===== src/rtl/niu_pkg.sv =====
// Shared definitions for the NIU datapath blocks.
//   tx_arb_state_e : state encoding of the TX arbiter FSM
//   ABORT_TKEEP    : keep pattern of the single-lane abort beat
package niu_pkg;

  typedef logic [1:0] tx_arb_state_e;

  localparam tx_arb_state_e StIdle      = 2'd0;
  localparam tx_arb_state_e StXfer      = 2'd1;
  localparam tx_arb_state_e StAbortEmit = 2'd2;
  localparam tx_arb_state_e StDrain     = 2'd3;

  localparam logic [7:0] ABORT_TKEEP = 8'h01;

endpackage


===== src/rtl/niu_rr_pick.sv =====
// Combinational rotate-priority encoder.
//   req    : request vector, one bit per port
//   rr_ptr : highest-priority port this cycle
//   hit    : at least one request is set
//   idx    : first requesting port at or after rr_ptr, wrapping modulo NUM_PORTS
module niu_rr_pick #(
  parameter int unsigned NUM_PORTS = 4,
  parameter int unsigned IDX_W     = $clog2(NUM_PORTS)
) (
  input  logic [NUM_PORTS-1:0] req,
  input  logic [IDX_W-1:0]     rr_ptr,
  output logic                 hit,
  output logic [IDX_W-1:0]     idx
);

  // Walk from the lowest priority upward so the nearest requester to rr_ptr wins.
  always_comb begin
    hit = 1'b0;
    idx = '0;
    for (int i = NUM_PORTS - 1; i >= 0; i--) begin
      if (req[(int'(rr_ptr) + i) % NUM_PORTS]) begin
        hit = 1'b1;
        idx = IDX_W'((int'(rr_ptr) + i) % NUM_PORTS);
      end
    end
  end

endmodule


===== src/rtl/niu_tx_arbiter.sv =====
// Packet-granular round-robin arbiter feeding the 10G MAC TX AXI-Stream.
// A grant is held from the first beat of a frame through its tlast beat. If the
// granted source starves mid-frame for STALL_TIMEOUT cycles, a one-beat abort
// (tuser=1, tlast=1) is sent downstream and the rest of the frame is drained.
//   clk156, reset          : clock, asynchronous active-high reset
//   s_axis_*               : NUM_PORTS packed requester streams
//   m_axis_*               : merged stream towards the TX FIFO/MAC
//   grant_idx, busy        : current/last granted port, FSM not idle
//   pkt_cnt, abort_cnt     : completed and aborted frame counters (wrapping)
module niu_tx_arbiter
  import niu_pkg::*;
#(
  parameter int unsigned NUM_PORTS     = 4,
  parameter int unsigned DATA_W        = 64,
  parameter int unsigned KEEP_W        = 8,
  parameter int unsigned STALL_TIMEOUT = 64,
  parameter int unsigned CNT_W         = 32,
  localparam int unsigned IDX_W        = $clog2(NUM_PORTS)
) (
  input  logic                        clk156,
  input  logic                        reset,
  input  logic [NUM_PORTS*DATA_W-1:0] s_axis_tdata,
  input  logic [NUM_PORTS*KEEP_W-1:0] s_axis_tkeep,
  input  logic [NUM_PORTS-1:0]        s_axis_tvalid,
  input  logic [NUM_PORTS-1:0]        s_axis_tlast,
  output logic [NUM_PORTS-1:0]        s_axis_tready,
  output logic [DATA_W-1:0]           m_axis_tdata,
  output logic [KEEP_W-1:0]           m_axis_tkeep,
  output logic                        m_axis_tvalid,
  output logic                        m_axis_tlast,
  output logic                        m_axis_tuser,
  input  logic                        m_axis_tready,
  output logic [IDX_W-1:0]            grant_idx,
  output logic                        busy,
  output logic [CNT_W-1:0]            pkt_cnt,
  output logic [CNT_W-1:0]            abort_cnt
);

  localparam int unsigned STALL_W = $clog2(STALL_TIMEOUT);
  localparam logic [STALL_W-1:0] STALL_LAST = STALL_W'(STALL_TIMEOUT - 1);

  tx_arb_state_e      state_q, state_d;
  logic [IDX_W-1:0]   rr_ptr_q, rr_ptr_d;
  logic [IDX_W-1:0]   grant_q, grant_d;
  logic [STALL_W-1:0] stall_q, stall_d;
  logic [CNT_W-1:0]   pkt_cnt_q, pkt_cnt_d;
  logic [CNT_W-1:0]   abort_cnt_q, abort_cnt_d;

  logic               pick_hit;
  logic [IDX_W-1:0]   pick_idx;

  logic               g_valid, g_last;
  logic [DATA_W-1:0]  g_data;
  logic [KEEP_W-1:0]  g_keep;

  niu_rr_pick #(
    .NUM_PORTS(NUM_PORTS),
    .IDX_W    (IDX_W)
  ) u_pick (
    .req   (s_axis_tvalid),
    .rr_ptr(rr_ptr_q),
    .hit   (pick_hit),
    .idx   (pick_idx)
  );

  // View of the granted source.
  always_comb begin
    g_valid = 1'b0;
    g_last  = 1'b0;
    g_data  = '0;
    g_keep  = '0;
    for (int unsigned p = 0; p < NUM_PORTS; p++) begin
      if (grant_q == IDX_W'(p)) begin
        g_valid = s_axis_tvalid[p];
        g_last  = s_axis_tlast[p];
        g_data  = s_axis_tdata[p*DATA_W +: DATA_W];
        g_keep  = s_axis_tkeep[p*KEEP_W +: KEEP_W];
      end
    end
  end

  always_comb begin
    state_d     = state_q;
    rr_ptr_d    = rr_ptr_q;
    grant_d     = grant_q;
    stall_d     = stall_q;
    pkt_cnt_d   = pkt_cnt_q;
    abort_cnt_d = abort_cnt_q;
    unique case (state_q)
      StIdle: begin
        if (pick_hit) begin
          grant_d  = pick_idx;
          rr_ptr_d = (pick_idx == IDX_W'(NUM_PORTS - 1)) ? '0 : pick_idx + IDX_W'(1);
          state_d  = StXfer;
        end
      end
      StXfer: begin
        if (g_valid) begin
          // Valid with no ready is MAC backpressure: stall count holds.
          if (m_axis_tready) begin
            stall_d = '0;
            if (g_last) begin
              pkt_cnt_d = pkt_cnt_q + CNT_W'(1);
              state_d   = StIdle;
            end
          end
        end else if (stall_q == STALL_LAST) begin
          stall_d = '0;
          state_d = StAbortEmit;
        end else begin
          stall_d = stall_q + STALL_W'(1);
        end
      end
      StAbortEmit: begin
        if (m_axis_tready) begin
          abort_cnt_d = abort_cnt_q + CNT_W'(1);
          state_d     = StDrain;
        end
      end
      StDrain: begin
        // Source ready is forced high here, so a valid tlast beat is consumed.
        if (g_valid && g_last) state_d = StIdle;
      end
      default: state_d = StIdle;
    endcase
  end

  always_comb begin
    s_axis_tready = '0;
    m_axis_tdata  = '0;
    m_axis_tkeep  = '0;
    m_axis_tvalid = 1'b0;
    m_axis_tlast  = 1'b0;
    m_axis_tuser  = 1'b0;
    unique case (state_q)
      StXfer: begin
        s_axis_tready[grant_q] = m_axis_tready;
        m_axis_tdata           = g_data;
        m_axis_tkeep           = g_keep;
        m_axis_tvalid          = g_valid;
        m_axis_tlast           = g_last;
      end
      StAbortEmit: begin
        m_axis_tkeep  = KEEP_W'(ABORT_TKEEP);
        m_axis_tvalid = 1'b1;
        m_axis_tlast  = 1'b1;
        m_axis_tuser  = 1'b1;
      end
      StDrain: s_axis_tready[grant_q] = 1'b1;
      default: ;
    endcase
  end

  always_ff @(posedge clk156 or posedge reset) begin
    if (reset) begin
      state_q     <= StIdle;
      rr_ptr_q    <= '0;
      grant_q     <= '0;
      stall_q     <= '0;
      pkt_cnt_q   <= '0;
      abort_cnt_q <= '0;
    end else begin
      state_q     <= state_d;
      rr_ptr_q    <= rr_ptr_d;
      grant_q     <= grant_d;
      stall_q     <= stall_d;
      pkt_cnt_q   <= pkt_cnt_d;
      abort_cnt_q <= abort_cnt_d;
    end
  end

  assign grant_idx = grant_q;
  assign busy      = (state_q != StIdle);
  assign pkt_cnt   = pkt_cnt_q;
  assign abort_cnt = abort_cnt_q;

endmodule


===== config.mk =====
export PLATFORM = sky130hd
export DESIGN_NAME = niu_tx_arbiter
export DESIGN_NICKNAME = d
export VERILOG_FILES = /design/src/rtl/niu_pkg.sv /design/src/rtl/niu_rr_pick.sv /design/src/rtl/niu_tx_arbiter.sv
export SDC_FILE = /design/constraint.sdc
export NUM_CORES = 1
export LEC_CHECK = 0
export ABC_CLOCK_PERIOD_IN_PS = 3200
export CELL_PAD_IN_SITES_DETAIL_PLACEMENT = 1
export CELL_PAD_IN_SITES_GLOBAL_PLACEMENT = 2
export CORE_MARGIN = 10
export CORE_UTILIZATION = 19
export CTS_CLUSTER_SIZE = 30
export DETAILED_ROUTE_END_ITERATION = 12
export PLACE_DENSITY_LB_ADDON = 0.1
export RECOVER_POWER = 50
export REMOVE_ABC_BUFFERS = 1
export SLEW_MARGIN = 20
export SYNTH_ARGS = -nofsm -noshare
export SYNTH_HDL_FRONTEND = slang
export SYNTH_SLANG_ARGS = --single-unit

===== constraint.sdc =====
create_clock -name clk156 -period 3.2 [get_ports clk156]
set_input_delay 0.64 -clock clk156 [delete_from_list [all_inputs] [get_ports clk156]]
set_output_delay 0.64 -clock clk156 [all_outputs]
set_load 0.005 [all_outputs]

==> qor.yml <==
final_layout:
  drive_gt1_share_pct: 13.42
  nets: 1278
  finalCoreUtilization_pct: 37.03
  fin_cells: 1381
  syn_to_final_growth_pct: 91.64
  fillers: 3430
clocking:
  cts_root_buf: "clkbuf_16"
  cts_hold_buffers: 0
  cts_buffers: 9
  insertion_delay_ns: 0.34
  cts_sinks: 76
  h-tree-depth: 3
  cts_tree: "done"
  cts.clk_slew.worst_paths_ns: 0.07
  cts_buffer_depth: 2
  post-cts-setup-buffer-count: 5
  postCtsResizedCells: 0
placement:
  hpwl_mm: 31.71
  port_buffers: 444
  dp_cells: 1351
  place_ws_ns: 0.1329
  place_congestion: 0.8540
critical_path:
  r2r_slack_ns: 0.75
  r2r_cells: 7
  path_max_fanout: 1
  r2r_end: "pkt_cnt[6]"
  r2r-start: "grant_idx[0]"
  crit_type: "in2out"
  arrival_ns: 2.48
  required_ns: 2.56
  cp-start-kind: "input pin"
  worst_setup_path_end_kind: "output port"
power_and_ir_drop:
  power.share.switching_pct: 35.23
  power.switching_mw: 2.474
  ir_worst_vdd_v: 0.0002878
  leakagePower_nw: 4.638
  powerDensity_nw_per_um2: 616.8
  seqPwrFrac_pct: 17.9
  p_int_mw: 4.549
  p_comb_share_pct: 64.9
  pwr-share-clk_pct: 17.2
detailed_routing:
  wl_mm: 36.64
  route.detailed.drc: 0
  routed_via_density: 4.469
  first_iter_violations: 187
  dr.pass1.iters: 4
  vias: 6171
  avgRoutedWirePerCell_um: 26.53
  ant_nets: 0
sta:
  slew_viol_final: 0
  worst_slack_ns: 0.08092
  tightest_slew_ns: 0.9952
  slew-limit-headroom_pct: 33.66
  fmax_mhz: 320.6
  fin_crit_ns: 3.119
  hold_slack_ns: 0.4701
  rsz0062_at_grt: "false"
  setup-violations-final: 0
  period_share_pct: 97.47
  hold_viol_final: 0
  skew_ns: 0.005456
synthesis:
  synth_area_um2: 5942
  synth-edff-count: 0
  syn_inst: 524
  ys_types: 40
  synthXorXnorAreaFrac_pct: 9.286
  yosys-mux-area-fraction_pct: 29.52
  ys_async_sr_fraction_pct: 100.0
  synth-adder-area-share_pct: 1.685
  synth_top_family_by_area: "multiplexers"
  ys_dominant_reg_cell: "dfrtp_1"
  syn_area_per_cell_um2: 11.34
  ys_seq_area_share_pct: 32.01
  ys_warn_count: 0
  ys_seq_elements: 76
  synthSimpleGateAreaFrac_pct: 21.44
  synth_compound_area_share_pct: 2.822
min_path:
  hold_path_end: "abort_cnt[31]"
  holdPathStages: 1
  hp-class: "reg2reg"
  worstHoldStart: "abort_cnt[31]"
floorplan:
  start_util_pct: 19.32
  num_io_pins: 445
  die_w_um: 196.8
  dieArea_um2: 38750
  die_h_um: 196.8
  rows: 64
  core_um2: 30750
grt:
  grt_pass1_vias: 6992
  grt_pass1_wl_mm: 52.07
  grt_start_max_net_pins: 39
  antenna_found_initial: 12
  grtUsageTotal_pct: 18.57
  grt_overflow: 0
run:
  cap_viol_max_count: 0
run_status:
  status: "complete, no violations"
==> power groups by stage <==
stage          Clock (mW)  Combinational [mW]  Sequential, mW
3_5_place_dp            0                4.57            1.31
6_report             1.21                4.55            1.26
5_1_grt              1.29                4.91            1.29
3_3_place_gp            0                4.58            1.31
4_1_cts              1.26                4.70            1.26
2_1_floorplan           0                1.96            1.49
==> Yosys cell counts (all sizes together) (2+ instances only) <==
master,instances,share of area [%]
ha,8,1.7
nand2b,4,0.42
clkbuf,20,1.3
nand4,15,1.9
nor2,28,1.8
buf,11,1.0
o31ai,3,0.38
a21oi,7,0.59
nor3,9,0.76
mux2i,2,0.34
nand3,28,2.4
nor3b,2,0.25
dfrtp,76,32
nor2b,6,0.63
mux4,74,28
and4,7,1.0
and3,17,1.8
inv,15,0.95
and3b,2,0.29
nor4,5,0.95
nand2,30,1.9
and2,67,7.1
xnor2,36,5.3
xor2,27,4.0
mux2,6,1.1
o21ai,10,0.84
==> kinds of logic after synthesis <==
family | count (synthesis)
buffers and inverters | 46
muxes | 82
and+or+nand+nor | 222
AOI/OAI and AO/OA | 27
xor gates and xnor gates | 63
DFF | 76
adders and majority gates | 8
==> routing by layer <==
layer  vias to the layer above  wire, um  track usage (%)  part of all wire, %
li1                       2846         -                -                    -
met1                      3057     14480            21.17                   40
met2                       241     18180            31.84                   50
met3                        25      3360            7.649                  9.2
met4                         2       595            4.158                  1.6
met5                         -        13                0                0.035
==> layout make-up <==
cell class	instances	area (um2)	share of cell area, %
Clock inverter	7	121.4	1.066
Inverter	15	57.56	0.5054
Timing Repair Buffer	467	4712	41.38
Sequential cell	76	1909	16.77
Multi-Input combinational cell	402	3844	33.75
Antenna cell	9	22.52	0.1978
Clock buffer	9	225.2	1.978
Tap cell	396	495.5	4.351
==> state kept, by name, summed over array words and instances (netlist names), named ones only <==
signal	flops
grant_idx	2
state_q	1
pkt_cnt	32
abort_cnt	32
rr_ptr_q	2
stall_q	6
==> cell usage in the layout, fill, tap and decap left out, types with 2 or more instances in the layout <==
cell type	instances
inv_1	14
buf_4	14
nand3_1	28
dfrtp_4	2
o21ai_0	10
ha_1	7
and2_1	67
clkdlybuf4s50_1	379
dlygate4sd3_1	62
nand2_1	30
clkbuf_16	9
diode_2	9
nor3_1	9
nor2b_1	6
xnor2_1	36
mux2i_1	2
o31ai_1	3
a21oi_1	7
and3b_1	2
dfrtp_1	74
inv_6	3
nor2_1	28
mux4_2	74
nand4_1	14
nor4_2	4
nand2b_1	4
and3_1	17
clkbuf_1	2
nor3b_1	2
mux2_2	6
bufinv_16	3
and4_1	7
xor2_1	27
buf_12	9
==> critical path, stage by stage <==
cell	delay, ns
clkdlybuf4s50_1	0.46
mux4_2	0.52
and3_1	0.21
clkdlybuf4s50_1	0.64
==> per-stage QoR <==
stage,instance area [um2],TNS (ns),power (mW)
2_1_floorplan,5806,-152.93,3.447
3_3_place_gp,11000,0,5.891
3_5_place_dp,11000,0,5.883
4_1_cts,11390,0,7.222
5_1_grt,11380,0,7.488
6_report,11390,0,7.023
==> how the worst max path moves through the flow <==
stage                      from          endpoint  cells after the start
6_report       s_axis_tkeep[14]   m_axis_tkeep[6]                      4
2_1_floorplan      grant_idx[0]       pkt_cnt[13]                      5
5_1_grt            grant_idx[0]  m_axis_tdata[49]                      4
4_1_cts            grant_idx[0]   m_axis_tdata[0]                      4
3_5_place_dp   s_axis_tkeep[14]   m_axis_tkeep[6]                      4
3_3_place_gp   s_axis_tkeep[14]   m_axis_tkeep[6]                      4
Note: power is estimated with default switching activity, not from simulation.
